==> src/rtl/fft_bitrev_reorder_pkg.sv <==
// rtl/fft_bitrev_reorder_pkg.sv - shared FFT types, defaults and bit-reverse helper
package fft_bitrev_reorder_pkg;

    localparam int FFT_N_POINTS_DEFAULT = 64;
    localparam int FFT_LOG2N_DEFAULT    = $clog2(FFT_N_POINTS_DEFAULT);
    localparam int FFT_IDX_MAX          = 16;

    typedef struct packed {
        logic [15:0] data_r;
        logic [15:0] data_i;
    } fft_sample_t;

    typedef struct packed {
        logic        valid;
        fft_sample_t data;
    } DATA_BUS;

    typedef enum logic {
        RD_IDLE  = 1'b0,
        RD_DRAIN = 1'b1
    } rd_state_t;

    // Reverse the low `width` bits of v; bits at and above `width` come back as zero.
    function automatic logic [FFT_IDX_MAX-1:0] bitrev(input logic [FFT_IDX_MAX-1:0] v,
                                                       input int width);
        logic [FFT_IDX_MAX-1:0] r;
        r = '0;
        for (int i = 0; i < FFT_IDX_MAX; i++) begin
            if (i < width) begin
                r[i] = v[width-1-i];
            end
        end
        return r;
    endfunction

endpackage

==> src/rtl/fft_reorder_bank.sv <==
// rtl/fft_reorder_bank.sv - simple dual-port RAM, one write port, one synchronous read port
module fft_reorder_bank #(
    parameter int DEPTH = 128,
    parameter int AW    = $clog2(DEPTH),
    parameter int DW    = 32
) (
    input  logic          clk,
    input  logic          wr_en,
    input  logic [AW-1:0] wr_addr,
    input  logic [DW-1:0] wr_data,
    input  logic          rd_en,
    input  logic [AW-1:0] rd_addr,
    output logic [DW-1:0] rd_data
);

    logic [DW-1:0] mem [DEPTH];

    // Contents are never cleared; a location is always written before the reader visits it.
    always_ff @(posedge clk) begin
        if (wr_en) begin
            mem[wr_addr] <= wr_data;
        end
        if (rd_en) begin
            rd_data <= mem[rd_addr];
        end
    end

endmodule

==> src/rtl/fft_bitrev_reorder.sv <==
// rtl/fft_bitrev_reorder.sv - ping-pong bit-reversed to natural order reorder buffer (option: FFT_REORDER_FRAME_TAG_EN)
module fft_bitrev_reorder
    import fft_bitrev_reorder_pkg::*;
#(
    parameter int N_POINTS = FFT_N_POINTS_DEFAULT
) (
    input  logic    clk,
    input  logic    rst,
    input  DATA_BUS in,
    output DATA_BUS out,
    output logic    frame_done
`ifdef FFT_REORDER_FRAME_TAG_EN
    ,
    output logic                        out_sop,
    output logic [$clog2(N_POINTS)-1:0] out_index
`endif
);

    localparam int LOG2N = $clog2(N_POINTS);
    localparam logic [LOG2N-1:0] LAST_IDX = LOG2N'(N_POINTS - 1);
    localparam logic [LOG2N-1:0] ONE      = LOG2N'(1);

    // Write side
    logic [LOG2N-1:0] wr_cnt;
    logic             wr_bank;
    logic             start_rd;
    logic [LOG2N-1:0] wr_rev;

    // Read side
    rd_state_t        state, state_nxt;
    logic [LOG2N-1:0] rd_cnt, rd_cnt_nxt;
    logic             rd_bank, rd_bank_nxt;
    logic             rd_en;
    logic             rd_last;
    logic [31:0]      rd_data;

    // Output pipeline, stage aligned with RAM read data
    logic             rd_vld_q;
    logic             rd_last_q;

    assign wr_rev = LOG2N'(bitrev(FFT_IDX_MAX'(wr_cnt), LOG2N));

    // Count accepted samples; on the last bin of a frame swap banks and kick the reader.
    always_ff @(posedge clk) begin
        if (rst) begin
            wr_cnt   <= '0;
            wr_bank  <= 1'b0;
            start_rd <= 1'b0;
        end else begin
            start_rd <= 1'b0;
            if (in.valid) begin
                wr_cnt <= wr_cnt + ONE;
                if (wr_cnt == LAST_IDX) begin
                    wr_bank  <= ~wr_bank;
                    start_rd <= 1'b1;
                end
            end
        end
    end

    // Read FSM state register.
    always_ff @(posedge clk) begin
        if (rst) begin
            state   <= RD_IDLE;
            rd_cnt  <= '0;
            rd_bank <= 1'b0;
        end else begin
            state   <= state_nxt;
            rd_cnt  <= rd_cnt_nxt;
            rd_bank <= rd_bank_nxt;
        end
    end

    // Read FSM next state; the bank just filled is the one wr_bank has already left.
    always_comb begin
        state_nxt   = state;
        rd_cnt_nxt  = rd_cnt;
        rd_bank_nxt = rd_bank;
        rd_en       = 1'b0;
        rd_last     = 1'b0;
        case (state)
            RD_IDLE: begin
                if (start_rd) begin
                    state_nxt   = RD_DRAIN;
                    rd_cnt_nxt  = '0;
                    rd_bank_nxt = ~wr_bank;
                end
            end
            RD_DRAIN: begin
                rd_en      = 1'b1;
                rd_last    = (rd_cnt == LAST_IDX);
                rd_cnt_nxt = rd_cnt + ONE;
                if (rd_last) begin
                    if (start_rd) begin
                        rd_cnt_nxt  = '0;
                        rd_bank_nxt = ~wr_bank;
                    end else begin
                        state_nxt = RD_IDLE;
                    end
                end
            end
            default: state_nxt = RD_IDLE;
        endcase
    end

    fft_reorder_bank #(
        .DEPTH (2 * N_POINTS),
        .AW    (LOG2N + 1),
        .DW    (32)
    ) u_bank (
        .clk     (clk),
        .wr_en   (in.valid),
        .wr_addr ({wr_bank, wr_rev}),
        .wr_data (in.data),
        .rd_en   (rd_en),
        .rd_addr ({rd_bank, rd_cnt}),
        .rd_data (rd_data)
    );

    // Two-stage output: flags track the RAM latency, then everything is registered onto out.
    always_ff @(posedge clk) begin
        if (rst) begin
            rd_vld_q   <= 1'b0;
            rd_last_q  <= 1'b0;
            out        <= '0;
            frame_done <= 1'b0;
        end else begin
            rd_vld_q   <= rd_en;
            rd_last_q  <= rd_last;
            out.valid  <= rd_vld_q;
            out.data   <= rd_vld_q ? rd_data : '0;
            frame_done <= rd_vld_q & rd_last_q;
        end
    end

`ifdef FFT_REORDER_FRAME_TAG_EN
    logic [LOG2N-1:0] rd_idx_q;

    // Bin number follows the same two-stage path as the data.
    always_ff @(posedge clk) begin
        if (rst) begin
            rd_idx_q  <= '0;
            out_sop   <= 1'b0;
            out_index <= '0;
        end else begin
            rd_idx_q  <= rd_en ? rd_cnt : '0;
            out_sop   <= rd_vld_q && (rd_idx_q == '0);
            out_index <= rd_vld_q ? rd_idx_q : '0;
        end
    end
`endif

endmodule

==> config.mk <==
export PLATFORM = sky130hd
export DESIGN_NAME = fft_bitrev_reorder
export DESIGN_NICKNAME = d
export VERILOG_FILES = /design/src/rtl/fft_bitrev_reorder_pkg.sv /design/src/rtl/fft_reorder_bank.sv /design/src/rtl/fft_bitrev_reorder.sv
export SDC_FILE = /design/constraint.sdc
export NUM_CORES = 2
export LEC_CHECK = 0
export BUFFER_PORTS_ARGS = -buffer_cell sky130_fd_sc_hd__buf_2
export CAP_MARGIN = 20
export CELL_PAD_IN_SITES_DETAIL_PLACEMENT = 0
export CELL_PAD_IN_SITES_GLOBAL_PLACEMENT = 1
export CORE_ASPECT_RATIO = 1.25
export CORE_MARGIN = 2
export CORE_UTILIZATION = 38
export CTS_BUF_LIST = sky130_fd_sc_hd__clkbuf_8
export DETAILED_ROUTE_END_ITERATION = 6
export PLACE_DENSITY_LB_ADDON = 0.1
export SETUP_SLACK_MARGIN = 0.15
export SLEW_MARGIN = 5
export SYNTH_ARGS = -nofsm -noshare
export SYNTH_HDL_FRONTEND = slang
export SYNTH_SLANG_ARGS = --single-unit
export TNS_END_PERCENT = 30
==> constraint.sdc <==
create_clock -name clk -period 5.39 [get_ports clk]
set_clock_uncertainty 0.15 [all_clocks]
set_input_delay 1.3475 -clock clk [delete_from_list [all_inputs] [get_ports clk]]
set_output_delay 1.3475 -clock clk [all_outputs]
set_load 0.01 [all_outputs]
# == Word level (Yosys, flattened, before mapping) ==
# Memory sizes are Yosys's and may differ from the RTL's. A register that Yosys moved wholly into a read port is not among the register bits.
# Index checks and enable logic that the tools add are counted.
# totals
mem_count,1
reg_bits,52
mem_bits_rw,4096
in_bits,35
# classes
n_reduce_logical,4
n_eq_ne,4
n_bitwise,5
addsub,2
n_mux,14
# mem_list
memory,words,word_bits,rd,rd_clocked_by_memory_dff,write_ports,line,source
u_bank.mem,128,32,1,1,1,fft_reorder_bank.sv:16,logic [DW-1:0] mem [DEPTH];
# ops
op,count
$mux W6,3
$add A6 B1 Y6 const B,2
$eq A6 B6 Y1 const B,2
$pmux W6 S2,1
$mux W1,8
$reduce_or A2 Y1,3
$not A1 Y1,4
$pmux W1 S2,2
$ne A2 B1 Y1 const B,1
$ne A2 B2 Y1 const B,1
$reduce_and A2 Y1,1
$and A1 B1 Y1,1

# == Logic depth before layout (Yosys ltp) ==
# depth
word_depth,4
mapped_depth,8
depth_no_buf,5

# == By module ==
# Synthesis repeated with hierarchy kept, for this count alone.
# hier_totals
hier_cells,6141
hier_area_um2,158236.8
# by_module_without_submodules
mod,area_per_inst_um2,seq_area_each_um2,n_inst,cells_each
fft_reorder_bank,156596.4,123958.9,1,5990
fft_bitrev_reorder,1640.3,1041.0,1,151

# == Least setup slack after synthesis ==
# Ideal clock, no wire load.
# synth_path
kind,input port to flip-flop
startpoint,input in[32] (netlist bit)
endpoint,memory u_bank.mem[100][0] (enable)
path_buffers,1
path_stages,3
slack_ps,541
arrival_time_ps,4238
required_ps,4779
path_cell_list,buf_1 nand4_1 nor3_1
# synth_via
elab_chain_cells,2
# synth_rtl
item,line,source
start: declaration,fft_bitrev_reorder.sv:9,"input DATA_BUS in,"
$mux W1,fft_reorder_bank.sv:20,if (wr_en) begin
$mux W1 (implied by the code),fft_reorder_bank.sv:21,mem[wr_addr] <= wr_data;
end: declaration,fft_reorder_bank.sv:16,
# No other way between the ends.

==> key figures <==
Status
  – Status: finished, final reports clean

Clocking
  – Hold-fix buffers, CTS: 0
  – Reg clk slew, reported paths: 0.06 ns
  – Post-CTS setup buffer count: 0
  – Max clock buf depth: 4
  – Root Buffer: clkbuf_8
  – Worst skew pair latency: 1.25 ns
  – CTS Buf Count: 674
  – H-Tree Depth: 6
  – Num Clock Sinks: 4180
  – PostCTS Resize Cnt: 0
  – CTS tree: built

Timing
  – F_max: ~240 MHz
  – Max-slew violation count: 0
  – Worst Tran Pin Value: 1.390 ns
  – # setup viols final: 0
  – Fin crit period: roughly 4.2 ns
  – Total Neg Setup Slack: 0 ns
  – Final Hold Vio Count: 0
  – RSZ-0062 raised after global routing: false
  – Relative slew slack: 0.07343
  – Final WS setup: 1.178 ns
  – Crit share post-route: 0.7815

Routing
  – Vias per inst: 5.559
  – Initial DRC count: about 7200
  – Via count: just over 70000
  – DRT Wirelength: 464.7 mm
  – DRC errors left: 0
  – Post-DRT Antenna Nets: 0
  – DR WL/cell: around 36 um
  – DRT Pass-1 Iters: 7

Yosys
  – Ys async rst share: 0
  – Post-synthesis mux area share: 0.1936
  – Post-synthesis cell type count: 33
  – Simple-gate portion of the synthesized area: 0.006752
  – Xor and xnor area share after synthesis: 0.0003321
  – Mapped Nets: around 6200
  – Cell Area, Synth: between 0.15 and 0.2 mm2
  – Main synth FF type: edfxtp_1
  – Main combinational cell family by area after synthesis: multiplexers
  – Adder-cell share of the synthesized area: 0.0001581
  – Post-Synthesis Cells: 6147
  – Synthesis-stage register bit count: 4180
  – Seq/Total Area, Yosys: 0.7899
  – Post-synth EDFFs: roughly 4100
  – Syn_area_per_cell: ~26 um2
  – Synth warnings: 0
  – Post-synthesis compound-gate area fraction: 0.0005614

Floorplan
  – Die height: roughly 730 um
  – Initial Util: 0.3820
  – Die X: about 580 um
  – Core area: 0.4142 mm2
  – IO Pins: 69
  – Die area: 0.4216 mm2
  – Site row count: 264

Finish
  – FF+latch area: 0.1250 mm2
  – Layout cell share with drive strength beyond 1: 0.3666
  – Final core utilization: 0.4364
  – Filler-free cell count of the finished design: 12891
  – Nets: between 6000 and 7000
  – Multi-input logic area: roughly 0.033 mm2
  – Fill count: 35310
  – Design Area, Final: 0.1808 mm2
  – Area grow syn2layout: 14.22%

Critical path
  – WP data required: 6.22 ns
  – WP data arrival: 5.05 ns
  – Worst path slowest cell: dfxtp_4
  – CP most frequent cell: mux4_2
  – CP startpoint kind: register
  – Crit-path max FO: 19
  – Type of the worst setup path: reg -> reg
  – Crit end category: register
  – Slowest stage delay, CP: 0.88 ns
  – Worst path cell trace: buf_4 > buf_4 > mux4_2 > mux4_2 > mux4_2 > mux2_2

Flow run
  – Max Cap Violations: 0

Placed design
  – Placed insts: around 12000
  – Area post-placement: about 0.17 mm2
  – Dpl hpwl: 267.6 mm
  – GPL Wtd Cong: roughly 0.76
  – Pre-CTS WS: 0.8953 ns
  – IO Port Bufs: 68

GRT
  – Overflow after GRT: 0
  – Vias in the first global route: ~76000
  – Total track usage: 0.2193
  – Largest net degree at the start of global routing: roughly 130
  – First-pass GRT wire length: 637.5 mm
  – Initial antenna violation count: 59

Power
  – Leak: approximately 54 nW
  – Cell Pwr Density: 342.0 mW/mm2
  – Max rail drop VDD: roughly 0.26 mV

Min path
  – Worst Hold Class: in -> reg
-- synth_stat cells, drive strengths merged (6+ instances only) --
master | number | area [um2]
a21oi | 6 | 30.03
and2 | 33 | 206.5
buf | 116 | 561.8
clkbuf | 212 | 795.8
dfxtp | 52 | 1041
edfxtp | 4128 | 124000
mux2 | 32 | 360.4
mux4 | 1344 | 30270
nand2 | 17 | 63.81
nand3 | 14 | 70.07
nand4 | 6 | 37.54
nor2 | 137 | 514.2
nor2b | 7 | 43.79
nor3 | 12 | 60.06
-- layout by cell type (no fill, tap or decap), types with 33 or more instances in the layout --
master / instances
buf_2: 36
nor2_4: 119
and2_1: 33
dfxtp_1: 44
buf_12: 79
buf_4: 283
clkbuf_8: 702
mux4_2: 1344
clkinv_2: 46
inv_1: 244
edfxtp_1: 4128
clkinv_1: 153
-- registers in the layout, summed over array words and instances, names as in the netlist --
name,count
rd_vld_q,1
out,33
start_rd,1
u_bank.mem,4096
u_bank.rd_data,32
rd_bank,1
state,1
frame_done,1
wr_cnt,6
wr_bank,1
rd_cnt,6
rd_last_q,1
-- layout make-up --
class / instances / area share
diodes: 32 / 0.0004430
clock buffers: 702 / 0.05345
repair buffers: 401 / 0.02196
inverters: 3 / 0.00006230
flip-flops and latches: 4180 / 0.6917
well taps: 5453 / 0.03775
clock inverters: 484 / 0.01291
multi-input cells: 1636 / 0.1817
-- metrics by stage --
| stage | power (mW) | hold WS (ns) |
|---|---|---|
| 2_1_floorplan | 36.60 | 0.2557 |
| 3_3_place_gp | 37.41 | 0.3992 |
| 3_5_place_dp | 37.46 | 0.4070 |
| 4_1_cts | 62.60 | 0.2164 |
| 5_1_grt | 63.93 | 0.2968 |
| 6_report | 61.82 | 0.3627 |
-- routing by layer --
layer,wire (um),GRT usage,up-vias
met5,85,0,-
met4,8848,0.04527,12
met3,22130,0.03122,582
met2,244000,0.3880,2175
met1,189700,0.2881,40315
li1,-,-,28579
-- kinds of logic (layout without fill, tap and decap cells) --
| logic type | count (synthesis) | count (layout) |
|---|---|---|
| simple gates | 237 | 237 |
| fa+ha+maj | 2 | 2 |
| buf+inv | 331 | 1590 |
| other cells | 0 | 32 |
| flops | 4180 | 4180 |
| compound gates | 14 | 14 |
| xor+xnor | 6 | 6 |
| mux | 1377 | 1377 |
-- worst max-delay path, delay by kind of cell (launching register included) --
family	cells	cell delay, ns
flops	1	0.88
mux	4	2.04
buf+inv	2	0.83
-- path summary, 6_finish.rpt --
path | endpoint | slack [ns] | cells past startpoint | start
max | u_bank.rd_data[1] | 1.18 | 6 | rd_cnt[0]
min | rd_vld_q | 0.36 | 2 | rst
max reg2reg | u_bank.rd_data[1] | 1.18 | 6 | rd_cnt[0]
min reg2reg | out[7] | 0.39 | 1 | u_bank.rd_data[7]
-- power breakdown --
group / internal (mW) / switching [mW] / leakage, nW
Sequential: 35.8 / 0.0151 / 37.5
Clock: 12.4 / 12.7 / 7.00
Combinational: 0.166 / 0.811 / 9.49
Note: power is estimated with default switching activity, not from simulation.
